==> src/rtl/fb_wr_scheduler.sv <==
// Frame-buffer write scheduler: picks a free frame slot at each start of frame,
// walks the per-line destination address and forwards the video stream to the
// stream-to-burst writer with zero latency.
module fb_wr_scheduler #(
    parameter int unsigned DATA_WIDTH         = 64,
    parameter int unsigned ADDR_WIDTH         = 32,
    parameter int unsigned MAX_PKT_SIZE_WIDTH = 11,
    parameter int unsigned LINES_WIDTH        = 12,
    parameter int unsigned NUM_SLOTS          = 3
) (
    input  logic                          clk_i,
    input  logic                          rst_i,

    // upstream video (tuser = start of frame, tlast = end of line)
    input  logic [DATA_WIDTH-1:0]         video_i_tdata,
    input  logic [DATA_WIDTH/8-1:0]       video_i_tstrb,
    input  logic [DATA_WIDTH/8-1:0]       video_i_tkeep,
    input  logic                          video_i_tlast,
    input  logic                          video_i_tuser,
    input  logic                          video_i_tvalid,
    output logic                          video_i_tready,

    // towards the stream-to-burst writer
    output logic [DATA_WIDTH-1:0]         video_o_tdata,
    output logic [DATA_WIDTH/8-1:0]       video_o_tstrb,
    output logic [DATA_WIDTH/8-1:0]       video_o_tkeep,
    output logic                          video_o_tlast,
    output logic                          video_o_tuser,
    output logic                          video_o_tvalid,
    input  logic                          video_o_tready,

    input  logic [ADDR_WIDTH-1:0]         base_addr_i,
    input  logic [ADDR_WIDTH-1:0]         frame_stride_i,
    input  logic [ADDR_WIDTH-1:0]         line_stride_i,
    input  logic [MAX_PKT_SIZE_WIDTH-1:0] line_size_i,
    input  logic [LINES_WIDTH-1:0]        frame_lines_i,
    input  logic [$clog2(NUM_SLOTS)-1:0]  rd_slot_i,

    output logic [ADDR_WIDTH-1:0]         addr_o,
    output logic [MAX_PKT_SIZE_WIDTH-1:0] pkt_size_o,
    output logic [$clog2(NUM_SLOTS)-1:0]  wr_slot_o,
    output logic [$clog2(NUM_SLOTS)-1:0]  done_slot_o,
    output logic                          done_o,
    output logic                          err_o
);

    localparam int unsigned SLOT_W = $clog2(NUM_SLOTS);

    typedef enum logic {
        WAIT_SOF_S = 1'b0,
        RUN_S      = 1'b1
    } state_t;

    state_t                        r_state;
    state_t                        w_state_nxt;

    logic                          r_line_first;
    logic [LINES_WIDTH-1:0]        r_line_cnt;
    logic [LINES_WIDTH-1:0]        r_lines;
    logic [ADDR_WIDTH-1:0]         r_line_stride;
    logic [ADDR_WIDTH-1:0]         r_addr;
    logic [MAX_PKT_SIZE_WIDTH-1:0] r_pkt_size;
    logic [SLOT_W-1:0]             r_wr_slot;
    logic [SLOT_W-1:0]             r_done_slot;
    logic                          r_done;
    logic                          r_err;

    logic                          w_sof;
    logic                          w_last_line;
    logic                          w_in_tready;
    logic                          w_out_tvalid;
    logic                          w_hs_in;
    logic                          w_start;
    logic                          w_abort;
    logic                          w_line_adv;
    logic                          w_frame_done;
    logic [SLOT_W-1:0]             w_slot_inc1;
    logic [SLOT_W-1:0]             w_slot_inc2;
    logic [SLOT_W-1:0]             w_next_slot;
    logic [ADDR_WIDTH-1:0]         w_frame_addr;

    // A start-of-frame beat is a tuser beat that opens a line
    assign w_sof       = video_i_tvalid && video_i_tuser && r_line_first;
    assign w_last_line = (r_line_cnt >= (r_lines - LINES_WIDTH'(1)));
    assign w_hs_in     = video_i_tvalid && w_in_tready;

    // Next slot skips the one held by the reader
    assign w_slot_inc1  = (r_wr_slot == SLOT_W'(NUM_SLOTS - 1)) ? '0 : (r_wr_slot + SLOT_W'(1));
    assign w_slot_inc2  = (w_slot_inc1 == SLOT_W'(NUM_SLOTS - 1)) ? '0 : (w_slot_inc1 + SLOT_W'(1));
    assign w_next_slot  = (w_slot_inc1 == rd_slot_i) ? w_slot_inc2 : w_slot_inc1;
    assign w_frame_addr = base_addr_i + (ADDR_WIDTH'(w_next_slot) * frame_stride_i);

    // Zero-latency pass-through of the payload; only valid/ready are steered
    assign video_o_tdata  = video_i_tdata;
    assign video_o_tstrb  = video_i_tstrb;
    assign video_o_tkeep  = video_i_tkeep;
    assign video_o_tlast  = video_i_tlast;
    assign video_o_tuser  = video_i_tuser;
    assign video_o_tvalid = w_out_tvalid;
    assign video_i_tready = w_in_tready;

    assign addr_o      = r_addr;
    assign pkt_size_o  = r_pkt_size;
    assign wr_slot_o   = r_wr_slot;
    assign done_slot_o = r_done_slot;
    assign done_o      = r_done;
    assign err_o       = r_err;

    // State register
    always_ff @(posedge clk_i or posedge rst_i) begin
        if (rst_i) begin
            r_state <= WAIT_SOF_S;
        end else begin
            r_state <= w_state_nxt;
        end
    end

    // Next state, handshake steering and frame/line events
    always_comb begin
        w_state_nxt  = r_state;
        w_in_tready  = 1'b0;
        w_out_tvalid = 1'b0;
        w_start      = 1'b0;
        w_abort      = 1'b0;
        w_line_adv   = 1'b0;
        w_frame_done = 1'b0;
        case (r_state)
            WAIT_SOF_S: begin
                // drop everything until SOF; the SOF beat is held for RUN_S
                w_in_tready = !w_sof;
                if (w_sof) begin
                    w_start     = 1'b1;
                    w_state_nxt = RUN_S;
                end
            end
            RUN_S: begin
                if (w_sof && (r_line_cnt != '0)) begin
                    // early SOF: hold the beat, let WAIT_SOF_S restart on it
                    w_abort     = 1'b1;
                    w_state_nxt = WAIT_SOF_S;
                end else begin
                    w_in_tready  = video_o_tready;
                    w_out_tvalid = video_i_tvalid;
                    if (video_i_tvalid && video_o_tready && video_i_tlast) begin
                        if (w_last_line) begin
                            w_frame_done = 1'b1;
                            w_state_nxt  = WAIT_SOF_S;
                        end else begin
                            w_line_adv = 1'b1;
                        end
                    end
                end
            end
            default: w_state_nxt = WAIT_SOF_S;
        endcase
    end

    // Line tracking, per-frame latches, address walk and status pulses
    always_ff @(posedge clk_i or posedge rst_i) begin
        if (rst_i) begin
            r_line_first  <= 1'b1;
            r_line_cnt    <= '0;
            r_lines       <= '0;
            r_line_stride <= '0;
            r_addr        <= '0;
            r_pkt_size    <= '0;
            r_wr_slot     <= SLOT_W'(NUM_SLOTS - 1);
            r_done_slot   <= '0;
            r_done        <= 1'b0;
            r_err         <= 1'b0;
        end else begin
            r_done <= w_frame_done;
            r_err  <= w_abort;
            if (w_hs_in) begin
                r_line_first <= video_i_tlast;
            end
            if (w_start) begin
                r_wr_slot     <= w_next_slot;
                r_addr        <= w_frame_addr;
                r_pkt_size    <= line_size_i;
                r_line_stride <= line_stride_i;
                r_lines       <= frame_lines_i;
                r_line_cnt    <= '0;
            end else if (w_line_adv) begin
                r_line_cnt <= r_line_cnt + LINES_WIDTH'(1);
                r_addr     <= r_addr + r_line_stride;
            end
            if (w_frame_done) begin
                r_done_slot <= r_wr_slot;
            end
        end
    end

endmodule

==> config.mk <==
export PLATFORM = sky130hd
export DESIGN_NAME = fb_wr_scheduler
export DESIGN_NICKNAME = d
export VERILOG_FILES = /design/src/rtl/fb_wr_scheduler.sv
export SDC_FILE = /design/constraint.sdc
export NUM_CORES = 1
export LEC_CHECK = 0
export ABC_AREA = 1
export CAP_MARGIN = 20
export CORE_AREA = 2 2 161 163
export DETAILED_ROUTE_END_ITERATION = 12
export DIE_AREA = 0 0 163 165
export PLACE_DENSITY_LB_ADDON = 0.15
export SYNTH_ARGS = -nofsm -noshare
export SYNTH_HDL_FRONTEND = slang
export SYNTH_SLANG_ARGS = --single-unit
==> constraint.sdc <==
create_clock -name clk_i -period 9.93 [get_ports clk_i]
set_input_delay 1.986 -clock clk_i [delete_from_list [all_inputs] [get_ports clk_i]]
set_output_delay 1.986 -clock clk_i [all_outputs]
set_load 0.02 [all_outputs]
==> flow_summary.json <==
{
  "result_of_the_run": "finished, final reports clean",
  "post-cts-setup-buffers": 0,
  "route.detailed.drc": 0,
  "pwr-share-comb_pct": 72.9,
  "core_um2": 25000,
  "root_driver": "clkbuf_16",
  "synthFlopType": "dfrtp_1",
  "maximum_number_of_pins_on_one_net_before_global_route_repair": 75,
  "critical_path.reg2reg.startpoint": "wr_slot_o[1]",
  "worst_slack_ns": 3.82,
  "setup.worst_path.class": "in2reg",
  "post_layout_nonfiller_instances": 2154,
  "drt-vias-per-instance": 4.99,
  "swShare_pct": 54.8,
  "grt_pass1_vias": 10635,
  "ys_ff_latch": 107,
  "report.final.setup_viol": 0,
  "synth.cell_area_um2": 11100,
  "cts-root-to-sink-buffers": 2,
  "fp.dieArea_um2": 26900,
  "synth_cell_type_count": 39,
  "ys_async_sr_fraction_pct": 100,
  "die_h_um": 165,
  "sequentialPowerShare_pct": 18.8,
  "maxCapViolCount": 0,
  "grt_overflow_total": 0,
  "grt_most_used_layer": "met2",
  "fp-row-count": 58,
  "n_antenna_cell": 0,
  "timing.final.hold_violations": 0,
  "internal-power_w": 0.00192,
  "ios": 340,
  "antenna_found_initial": 1,
  "worst_slew_margin_rel_pct": 36.0,
  "final_design_area_no_fill_um2": 12900,
  "grt_setup_unrepaired": "false",
  "worst-endpoint-required_ns": 10.19,
  "worstSetupEndpointType": "register",
  "hold_path_startpoint": "pkt_size_o[1]",
  "synth_warnings": 0,
  "tritoncts_clock_tree": "done",
  "routed_wirelength_um": 31500,
  "power.density_nw_per_um2": 330,
  "r2r.worst_path.cells": 22,
  "detail_route.wl_per_cell_um": 14.6,
  "worstHoldEndpoint": "pkt_size_o[1]",
  "clockPowerShare_pct": 8.3,
  "grt_use_met3_pct": 4.65,
  "dpl_cell_area_um2": 12500,
  "post_cts.resized_instances": 0,
  "synth_fp_nets": 2056,
  "critPathLaunchType": "input pin",
  "cts_htree_levels": 3,
  "hold_depth": 2,
  "cts_hold_repair.buffers": 0,
  "grt_pass1_wl_um": 52300,
  "min_tclk_post_route_ns": 6.11,
  "layout-area-overhead-vs-synth_pct": 15.7,
  "layout.nets": 2135,
  "detailedPlace.worstSlack_ns": 3.49,
  "worst_slew_pin_slew_ns": 0.960,
  "antenna_violating_nets_remaining": 0,
  "p_leak_nw": 6.90,
  "grtUsageMet2_pct": 40.6,
  "final_min_period_over_clock_period_pct": 61.5,
  "setup.reg_to_reg.worst_slack_ns": 5.27,
  "worst_skew_pair.late_latency_ns": 0.37,
  "clock_sink_count": 107,
  "gr-usage-met1_pct": 30.7,
  "place.detailed.hpwl_um": 25500,
  "cts.reportedPaths.clkPinSlew_ns": 0.08,
  "place.port_buffers": 179,
  "switching_power_w": 0.00233,
  "dr.pass1.iters": 5,
  "syn-instance-count": 1740,
  "tritoncts.num_buffers": 9,
  "synth.avg_cell_area_um2": 6.39,
  "setup_total_negative_slack_ns": 0,
  "floorplan.initialDensity_pct": 44.4,
  "critPathMaxFanout": 30,
  "timing.critical_path.arrival_ns": 6.36,
  "detailed_route_iter0_violations": 680,
  "synth.yosys.seq_area_share_pct": 24.1,
  "place.detailed.instances": 2137,
  "gp_routability_congestion": 0.923,
  "skew_ns": 0.0125,
  "timing.fmax_mhz": 164,
  "number_of_flops_mapped_to_enable_cells_by_yosys": 0,
  "finalMaxSlewViolations": 0,
  "grt_util_overall_pct": 24.3,
  "timing.rr.end": "addr_o[9]",
  "fp.dieW_um": 163,
  "final_layout_size_suffix_gt1_share_pct": 2.25,
  "worstHoldPathType": "reg2reg",
  "vdd_drop_max_mv": 0.123,
  "num_vias": 10757
}
==> cells in the mapped netlist (all sizes together) (8+ instances only) <==
cell type / instances / area (um2)
ha: 77 / 963
o21bai: 14 / 105
clkbuf: 16 / 60.1
o21ai: 67 / 343
nand3: 110 / 561
fa: 32 / 641
nand4: 16 / 106
xor2: 19 / 166
a21oi: 84 / 420
dfrtp: 105 / 2630
o21a: 8 / 60.1
buf: 100 / 747
nand2: 667 / 2510
nor3: 21 / 110
nor2: 112 / 435
inv: 257 / 967
==> worst max-delay path, stage by stage <==
cell             delay, ns
clkdlybuf4s50_1       0.49
nand3_1               0.08
nand2_1               0.13
nand2_1               0.08
nand2_1               0.08
nand2_1               0.06
inv_1                 0.64
nand2_1               0.18
fa_1                  0.50
inv_1                 0.10
ha_1                  0.19
inv_1                 0.10
fa_1                  0.39
o21bai_1              0.45
nand2_1               0.10
nand2_1               0.21
a21oi_1               0.09
o21ai_0               0.20
o21ai_0               0.15
nand2_1               0.08
nand2_1               0.06
==> placed cells by master (no fill, tap or decap), types with 32 or more instances in the layout <==
cell type and n:
clkdlybuf4s50_1 179, o21ai_0 62, nor2_1 109, inv_1 250
dfrtp_1 105, nand3_1 108, a21oi_1 84, nand2_1 666
fa_1 32, ha_1 77
==> worst max-delay path by stage <==
stage	slack, ns	from	depth (start not counted)	endpoint
after floorplan	5.03	video_i_tvalid	4	video_i_tready
after global placement	3.44	rd_slot_i[1]	21	addr_o[9]
after CTS	3.86	rd_slot_i[1]	21	addr_o[9]
after detailed placement	3.49	rd_slot_i[1]	21	addr_o[9]
after global routing	3.42	rd_slot_i[1]	22	addr_o[29]
final	3.82	rd_slot_i[1]	21	addr_o[9]
==> cell type report <==
class	count	area (um2)
fill	2655	12200
multi-input combinational	1260	6670
sequential	107	2680
timing repair buffer	184	1850
inverter	257	970
tap	330	413
clock buffer	11	233
clock inverter	5	48.8
==> metal layers <==
layer / part of all wire (%) / routed length [um] / vias to the layer above
met5: 0.044 / 14 / -
met1: 45 / 14100 / 4864
li1: - / - / 5503
met3: 5.9 / 1850 / 83
met4: 4.3 / 1340 / 2
met2: 45 / 14200 / 305
==> power by group through the flow <==
stage | Combinational, W | Sequential (W) | Clock [W]
detailed placement | 0.00307 | 0.000805 | 0
global route | 0.00356 | 0.000823 | 0.000374
floorplan | 0.00215 | 0.000849 | 0
CTS | 0.00309 | 0.000800 | 0.000361
finish | 0.00310 | 0.000798 | 0.000350
global placement | 0.00304 | 0.000804 | 0
==> flip-flops by register name, summed over array words and instances, names as in the netlist, 2 cells and up <==
| register | flops |
|---|---|
| addr_o | 32 |
| done_slot_o | 2 |
| pkt_size_o | 11 |
| r_line_cnt | 12 |
| r_line_stride | 32 |
| r_lines | 12 |
| wr_slot_o | 2 |
==> metrics by stage <==
| stage | total power [W] | utilization [%] | hold WS, ns |
|---|---|---|---|
| 3_3_place_gp | 0.00384 | 50.1 | 0.454 |
| 2_1_floorplan | 0.00300 | - | 0.446 |
| 4_1_cts | 0.00425 | 51.2 | 0.486 |
| 5_1_grt | 0.00476 | 51.4 | 0.503 |
| 3_5_place_dp | 0.00387 | 50.1 | 0.462 |
| 6_report | 0.00424 | 51.4 | 0.482 |
==> kinds of logic after synthesis <==
logic type	synth area share, %
DFF	24.1
adders and majority gates	14.4
AOI/OAI and AO/OA	8.95
buffers and inverters	16.0
xor gates and xnor gates	1.81
and+or+nand+nor	34.7
No activity file was read; power rests on OpenSTA's default activity.
